[src/rtl/ifid_fetch_buffer_pkg.sv]
// ifid_fetch_buffer_pkg: shared pipeline defines (bubble instruction, opcodes, skid state)
package ifid_fetch_buffer_pkg;
    localparam logic [31:0] NOP_INSN   = 32'h0000_0013;
    localparam logic [6:0]  OP_LUI     = 7'b0110111;
    localparam logic [6:0]  OP_AUIPC   = 7'b0010111;
    localparam logic [6:0]  OP_JAL     = 7'b1101111;
    localparam logic [6:0]  OP_JALR    = 7'b1100111;
    localparam logic [6:0]  OP_BRANCH  = 7'b1100011;
    localparam logic [6:0]  OP_LOAD    = 7'b0000011;
    localparam logic [6:0]  OP_STORE   = 7'b0100011;
    localparam logic [6:0]  OP_IMM     = 7'b0010011;
    localparam logic [6:0]  OP_REG     = 7'b0110011;

    typedef enum logic {
        SKID_EMPTY = 1'b0,
        SKID_FULL  = 1'b1
    } skid_state_e;

    function automatic logic [31:0] pc_next(input logic [31:0] pc);
        return pc + 32'd4;
    endfunction
endpackage

[src/rtl/ifid_skid_reg.sv]
// ifid_skid_reg: one-entry skid buffer holding an instruction and its PC
module ifid_skid_reg
    import ifid_fetch_buffer_pkg::*;
(
    input  logic        clk,
    input  logic        rst,
    input  logic        load_i,
    input  logic        unload_i,
    input  logic        clear_i,
    input  logic [31:0] instr_i,
    input  logic [31:0] pc_i,
    output logic [31:0] instr_o,
    output logic [31:0] pc_o,
    output logic        full_o
);
    skid_state_e state_q, state_d;
    logic [31:0] instr_q, instr_d, pc_q, pc_d;

    // clear wins, a load (even with a simultaneous unload) leaves the entry full
    always_comb begin
        state_d = clear_i ? SKID_EMPTY : load_i ? SKID_FULL : unload_i ? SKID_EMPTY : state_q;
        instr_d = (load_i && !clear_i) ? instr_i : instr_q;
        pc_d    = (load_i && !clear_i) ? pc_i : pc_q;
    end

    // state and payload registers
    always_ff @(posedge clk or posedge rst) begin
        if (rst) begin
            state_q <= SKID_EMPTY;
            instr_q <= '0;
            pc_q    <= '0;
        end else begin
            state_q <= state_d;
            instr_q <= instr_d;
            pc_q    <= pc_d;
        end
    end

    assign instr_o = instr_q;
    assign pc_o    = pc_q;
    assign full_o  = (state_q == SKID_FULL);
endmodule

[src/rtl/ifid_fetch_buffer.sv]
// ifid_fetch_buffer: PC register, IF/ID pipeline register and stall skid buffer
module ifid_fetch_buffer #(
    parameter logic [31:0] RESET_PC = 32'h0000_0000,
    parameter logic [31:0] NOP_INSN = ifid_fetch_buffer_pkg::NOP_INSN
) (
    input  logic        clk,
    input  logic        rst,
    input  logic        iready_n,
    input  logic [31:0] IDT,
    output logic [31:0] IAD,
    input  logic        stall_ID,
    input  logic        branch_PC_contral,
    input  logic [31:0] branch_target,
    output logic [31:0] Instraction_pype,
    output logic [31:0] PC_pype,
    output logic        valid_pype
);
    import ifid_fetch_buffer_pkg::*;

    logic [31:0] pc_q, pc_d, instr_q, instr_d, ppc_q, ppc_d;
    logic        valid_q, valid_d;
    logic [31:0] skid_instr, skid_pc;
    logic        skid_full, skid_load, skid_unload, fetch;

    // a fetch is taken only when memory answers and there is somewhere to put it
    assign fetch = !branch_PC_contral && !iready_n && (!skid_full || !stall_ID);

    // next PC / IF/ID contents and skid controls
    always_comb begin
        pc_d        = pc_q;
        instr_d     = instr_q;
        ppc_d       = ppc_q;
        valid_d     = valid_q;
        skid_load   = 1'b0;
        skid_unload = 1'b0;
        if (branch_PC_contral) begin
            pc_d    = branch_target;
            instr_d = NOP_INSN;
            valid_d = 1'b0;
        end else begin
            if (fetch) pc_d = pc_next(pc_q);
            if (stall_ID) begin
                skid_load = fetch;
            end else if (skid_full) begin
                instr_d     = skid_instr;
                ppc_d       = skid_pc;
                valid_d     = 1'b1;
                skid_unload = 1'b1;
                skid_load   = fetch;
            end else begin
                instr_d = fetch ? IDT : NOP_INSN;
                ppc_d   = fetch ? pc_q : ppc_q;
                valid_d = fetch;
            end
        end
    end

    // PC and IF/ID registers
    always_ff @(posedge clk or posedge rst) begin
        if (rst) begin
            pc_q    <= RESET_PC;
            instr_q <= NOP_INSN;
            ppc_q   <= '0;
            valid_q <= 1'b0;
        end else begin
            pc_q    <= pc_d;
            instr_q <= instr_d;
            ppc_q   <= ppc_d;
            valid_q <= valid_d;
        end
    end

    ifid_skid_reg u_skid (
        .clk      (clk),
        .rst      (rst),
        .load_i   (skid_load),
        .unload_i (skid_unload),
        .clear_i  (branch_PC_contral),
        .instr_i  (IDT),
        .pc_i     (pc_q),
        .instr_o  (skid_instr),
        .pc_o     (skid_pc),
        .full_o   (skid_full)
    );

    assign IAD              = pc_q;
    assign Instraction_pype = instr_q;
    assign PC_pype          = ppc_q;
    assign valid_pype       = valid_q;
endmodule

[config.mk]
export PLATFORM = sky130hd
export DESIGN_NAME = ifid_fetch_buffer
export DESIGN_NICKNAME = d
export VERILOG_FILES = /design/src/rtl/ifid_fetch_buffer_pkg.sv /design/src/rtl/ifid_skid_reg.sv /design/src/rtl/ifid_fetch_buffer.sv
export SDC_FILE = /design/constraint.sdc
export NUM_CORES = 1
export LEC_CHECK = 0
export CAP_MARGIN = 20
export CORE_MARGIN = 4
export CORE_UTILIZATION = 40
export DETAILED_ROUTE_END_ITERATION = 7
export PLACE_DENSITY_LB_ADDON = 0.25
export REMOVE_ABC_BUFFERS = 1
export SETUP_SLACK_MARGIN = 0.5
export SKIP_CTS_REPAIR_TIMING = 1
export SLEW_MARGIN = 10
export SYNTH_ARGS = -nofsm -noshare
export SYNTH_HDL_FRONTEND = slang
export SYNTH_SLANG_ARGS = --single-unit
[constraint.sdc]
create_clock -name clk -period 15.2 [get_ports clk]
set_input_delay 3.04 -clock clk [delete_from_list [all_inputs] [get_ports clk]]
set_output_delay 3.04 -clock clk [all_outputs]
set_load 0.01 [all_outputs]
==> reports/qor.txt, run 1 <==
Hold depth: 2
Critical R2R Capture: u_skid.pc_o[4]$_DFFE_PP0P_
Critical Path Source: branch_PC_contral
Synth area leader: dfrtp_1
# fillers: 1584
Worst hold slack: 488.6 ps
Delay of the slowest critical-path stage: 560 ps
Worst slew pin tran: 1072 ps
Power Dens Cells: 128.0 mW/mm2
DRT Pass-1 Iters: 5
Worst endpoint required time: 15510 ps
Clk buf depth: 2
Post-synth ARST share: 100.0%
Period utilisation layout: 33.64%
Number of global-route vias before repair: 6197
Largest net degree at the start of global routing: 106
Total track usage: 20.06%
Cell Rows: 49
Sequential share of the synthesized area: 55.18%
Fin nets: 872
Die X-Extent: 143.6 um
Remaining DRCs: 0
Avg Vias per Cell: 5.665
Final ANT Viol Nets: 0
Mapped Area: 0.007353 mm2
Routed len/inst: 19.39 um
Layout cells sized above 1: 14.60%
Mapped Cells: 667
Port buffer count: 165
Die footprint: 0.02062 mm2
Startpoint Class: input port
Max rail drop VDD: 83.44 uV
Total grt overflow: 0
Min-Delay Startpoint: u_skid.pc_o[30]$_DFFE_PP0P_
Max FO, Critical Path: 43
Synthesized flop and latch total: 162
CTS Buf Count: 17
WS Path Type: input port to flop
Final Power: 1.240 mW
Reg-to-Reg Start: u_skid.full_o$_DFFE_PP0P_
Ys Warns: 0
Worst Hold End: u_skid.pc_o[30]$_DFFE_PP0P_
Routed Wire Length: 20.24 mm
Ports: 166
Pre-CTS setup slack: 9675 ps
Dpl hpwl: 13.36 mm
Later-pin clock latency in the skew report: 420 ps
Final count of hold timing violations: 0
Final TNS setup: 0 ps
Die Y: 143.6 um
Final setup violation count: 0
DR iter-0 viols: 442
Signal arrival time at the worst endpoint: 5420 ps
CTS tree: done
Setup slack, reg-to-reg: 12480 ps
Most frequent cells in the layout: 163 x clkdlybuf4s50_1, 158 x dfrtp_1, 74 x nor2_1
Layout overhead on the synthesized area: 31.73%
Synth top area cells: dfrtp_1 54%, mux2_2 9.3%, mux2i_1 4.4%
Hold WC Path Type: flop to flop
First-pass GRT wire length: 32.60 mm
R2r worst-path depth: 3
Clock Sinks: 162
Multi-input logic area: 0.003032 mm2
Vias: 5914
Post-synth EDFFs: 0
Slew Limit Fails: 0
Design Area, Final: 0.009687 mm2
Sequential cell area: 0.004061 mm2
Most common cell after layout, fill and taps aside: clkdlybuf4s50_1
Top_reg_cell synth: dfrtp_1
N_diodes: 0
CTS root buf: clkbuf_16
RSZ-0062 raised after global routing: false
Mean Syn Cell Area: 11.02 um2
Global placement routability congestion: 0.8234
H-tree depth: 4
Top cell type's share of synthesized area: 54.11%
Max Fclk: 195.5 MHz
Final Skew: 6.204 ps
Initial antenna violation count: 0
Final setup margin: 10090 ps
Maxcap violations: 0
Placed Area: 0.009082 mm2
Status: complete, no violations
Leakage: 3.875 nW
Min Tclk post-route: 5114 ps
Clk pin slew, worst setup/hold paths: 60 ps
Initial Util: 40.80%
CP cell instances: buf_2, buf_4, inv_1, nand2_1, o21ai_0, a221o_1
CP max-delay cell: buf_4
Placeable Area: 0.01802 mm2
Slew HR: 28.53%
Crit end category: flop
Synth cell types: 48
## layer usage
metal | vias up | part of all wire (%) | GRT usage [%]
met5 | - | 0 | 0
met4 | 0 | 1.1 | 5.500
met3 | 19 | 7.4 | 6.123
met2 | 209 | 48 | 32.59
met1 | 2972 | 43 | 26.24
li1 | 2714 | - | -
## Yosys cell counts (2+ instances only)
library cell,instances
buf_1,5
o22ai_1,4
dfrtp_1,159
mux2_2,61
buf_6,4
buf_4,3
and3_1,3
or4_1,8
or3_1,4
mux2i_1,32
clkbuf_1,25
inv_1,7
o31ai_1,3
and4_1,4
o211ai_1,21
nor4_1,4
buf_2,14
a31o_2,4
a221oi_1,29
clkbuf_2,2
a221o_1,6
o21ai_0,10
nor2_1,74
nand2_1,52
dfstp_2,3
nor2b_1,2
nand3_1,14
nor3_1,35
o311ai_0,7
or2_2,3
mux2_1,2
a21oi_1,35
nand4_1,13
## state kept, by name, indices dropped and copies added, names as in the netlist
register          cells
u_skid.pc_o          32
IAD                  32
PC_pype              32
valid_pype            1
u_skid.full_o         1
Instraction_pype     32
u_skid.instr_o       32
## worst max path at each step
stage	end	slack (ps)	cells past startpoint
floorplan	IAD[0]$_DFFE_PP0P_	7790	1
global placement	IAD[10]$_DFFE_PP0P_	9780	6
detailed placement	IAD[4]$_DFFE_PP0P_	9680	6
CTS	IAD[4]$_DFFE_PP0P_	10130	6
global route	IAD[4]$_DFFE_PP0P_	9920	6
finish	IAD[4]$_DFFE_PP0P_	10090	6
## per-stage QoR
stage,cells,utilization [%]
5_1_grt,1044,53.74
2_1_floorplan,614,-
3_3_place_gp,1012,50.39
6_report,1044,53.74
3_5_place_dp,1012,50.39
4_1_cts,1044,53.74
## worst max-delay path, delay by kind of cell
kind	cells	cell delay (ps)
simple gates	1	310
compound gates	2	450
buf+inv	3	1590
## power breakdown
group,leakage (nW),switching [mW],internal (mW)
Combinational,1.64,0.101,0.137
Sequential,1.96,0.0595,0.509
Clock,0.283,0.181,0.253
Total,3.88,0.341,0.899
## cell families (layout without fill, tap and decap cells)
kind of cell,Yosys count,count (layout),share of synthesized area (%)
and+or+nand+nor,222,222,14.21
muxes,95,95,14.00
adders and majority gates,2,2,0.3063
xor gates and xnor gates,1,1,0.1191
AOI/OAI and AO/OA,125,125,12.29
buffers and inverters,60,208,3.897
DFF,162,162,55.18
## layout make-up
cell class | count | area share [%]
Sequential cell | 162 | 41.93
Clock inverter | 13 | 1.563
Multi-Input combinational cell | 445 | 31.30
Clock buffer | 19 | 4.676
Tap cell | 229 | 2.958
Inverter | 7 | 0.3229
Timing Repair Buffer | 169 | 17.26
No activity file was read; power rests on OpenSTA's default activity.
==> run 2: changes to the inputs <==
clock period = 5 ns   (was 15.2 ns; I/O delays follow)
==> reports/qor.txt, run 2 (synthesis results as in run 1) <==
Worst endpoint required time: 5300 ps
Power Dens Cells: 395.7 mW/mm2
Clk pin slew, worst setup/hold paths: 70 ps
Wl on met1: 8.590 mm
Global placement routability congestion: 0.7903
Placed Area: 0.009102 mm2
First-pass GRT wire length: 31.55 mm
Later-pin clock latency in the skew report: 420 ps
Period utilisation layout: 55.82%
Hold WC Path Type: flop to flop
Sw Share: 26.60%
Avg Vias per Cell: 5.584
Dpl hpwl: 12.99 mm
Initial Util: 40.80%
Most common cell after layout, fill and taps aside: clkdlybuf4s50_1
Placeable Area: 0.01802 mm2
Worst slew pin tran: 1019 ps
Initial antenna violation count: 0
Leakage: 3.932 nW
Routed len/inst: 18.77 um
CTS root buf: clkbuf_16
Max FO, Critical Path: 67
Layout cells sized above 1: 14.81%
CTS tree: done
Ports: 166
Max rail drop VDD: 254.3 uV
Final Skew: 7.137 ps
Flop pwr share: 44.6%
Clock Sinks: 162
Slew Limit Fails: 0
Slew HR: 31.47%
Internal cell power: 2.841 mW
DR iter-0 viols: 319
CTS Buf Count: 17
Fin nets: 874
Status: complete, no violations
Die footprint: 0.02062 mm2
Total track usage: 19.44%
Routed Wire Length: 19.64 mm
Die X-Extent: 143.6 um
Crit end category: flop
Number of global-route vias before repair: 5968
Final setup violation count: 0
Top Layer Used: met4
Final count of hold timing violations: 0
Startpoint Class: input port
Largest net degree at the start of global routing: 113
RSZ-0062 raised after global routing: false
DRT Pass-1 Iters: 5
Final ANT Viol Nets: 0
Layout overhead on the synthesized area: 33.03%
WL met2: 9.593 mm
Most frequent cells in the layout: 163 x clkdlybuf4s50_1, 158 x dfrtp_1, 74 x nor2_1
Switch Pwr: 1.030 mW
Placed insts: 1013
Maxcap violations: 0
Design Area, Final: 0.009782 mm2
Die Y: 143.6 um
Remaining DRCs: 0
Final Power: 3.871 mW
Cell Rows: 49
Clock share of power: 36.7%
WL met3: 1.236 mm
Clk buf depth: 2
Total grt overflow: 0
Combinational Power Share: 18.7%
Max Fclk: 358.3 MHz
Port buffer count: 165
H-tree depth: 4
Final Non-Filler Cells: 1046
Signal arrival time at the worst endpoint: 3100 ps
Vias: 5841
WS Path Type: input port to flop
Min Tclk post-route: 2791 ps
N_diodes: 0
==> run 2: cell types whose count changed in the layout (fill, tap and decap cells not counted) <==
cell | previous run | this run
buf_16 | 0 | 1
clkinv_4 | 4 | 3
buf_12 | 0 | 1
inv_6 | 4 | 3
inv_8 | 0 | 2
clkinvlp_4 | 4 | 1
bufinv_16 | 2 | 4
clkinv_2 | 0 | 1
==> run 2: critical path, stage by stage <==
cell	delay (ps)
buf_2	670
xnor2_1	190
or3_4	780
mux2_2	420
==> run 2: final timing paths <==
check / slack (ps) / from / cells past startpoint / to
worst max register to register: 2340 / u_skid.full_o$_DFFE_PP0P_ / 5 / PC_pype[30]$_DFFE_PP0P_
min in group asynchronous: 910 / rst / 2 / PC_pype[0]$_DFFE_PP0P_
worst min-delay path: 480 / u_skid.pc_o[17]$_DFFE_PP0P_ / 2 / u_skid.pc_o[17]$_DFFE_PP0P_
max in group asynchronous: 3350 / rst / 3 / valid_pype$_DFFE_PP0P_
worst max-delay path: 2210 / stall_ID / 4 / u_skid.instr_o[23]$_DFFE_PP0P_
worst min register to register: 480 / u_skid.pc_o[17]$_DFFE_PP0P_ / 2 / u_skid.pc_o[17]$_DFFE_PP0P_
==> run 2: layout make-up <==
type                            instances  area [um2]
Clock inverter                         13       198.9
Fill cell                            1567        8243
Timing Repair Buffer                  171        1719
Multi-Input combinational cell        445        3032
Tap cell                              229       286.5
Inverter                                7       31.28
Sequential cell                       162        4061
Clock buffer                           19       452.9
==> run 2: through the flow <==
| stage | TNS, ps | hold WS [ps] | util, % | setup slack [ps] |
|---|---|---|---|---|
| 2_1_floorplan | -98960 | 449.6 | - | -1209 |
| 3_3_place_gp | 0 | 465.7 | 50.50 | 1812 |
| 3_5_place_dp | 0 | 470.0 | 50.50 | 1767 |
| 4_1_cts | 0 | 485.6 | 54.12 | 2243 |
| 5_1_grt | 0 | 509.9 | 54.27 | 2107 |
| 6_report | 0 | 475.8 | 54.27 | 2209 |
==> run 2: power by group through the flow <==
stage	Clock (mW)	Combinational, mW	Sequential (mW)
2_1_floorplan	0	0.332	1.75
3_3_place_gp	0	0.711	1.73
3_5_place_dp	0	0.731	1.75
4_1_cts	1.46	0.735	1.72
5_1_grt	1.53	0.798	1.76
6_report	1.42	0.726	1.72
==> run 2: metal layers <==
layer  global-route usage [%]  up-vias
met4                    5.748        0
met1                    25.20     2880
li1                         -     2739
met3                    4.559       19
met2                    32.66      203
met5                        0        -
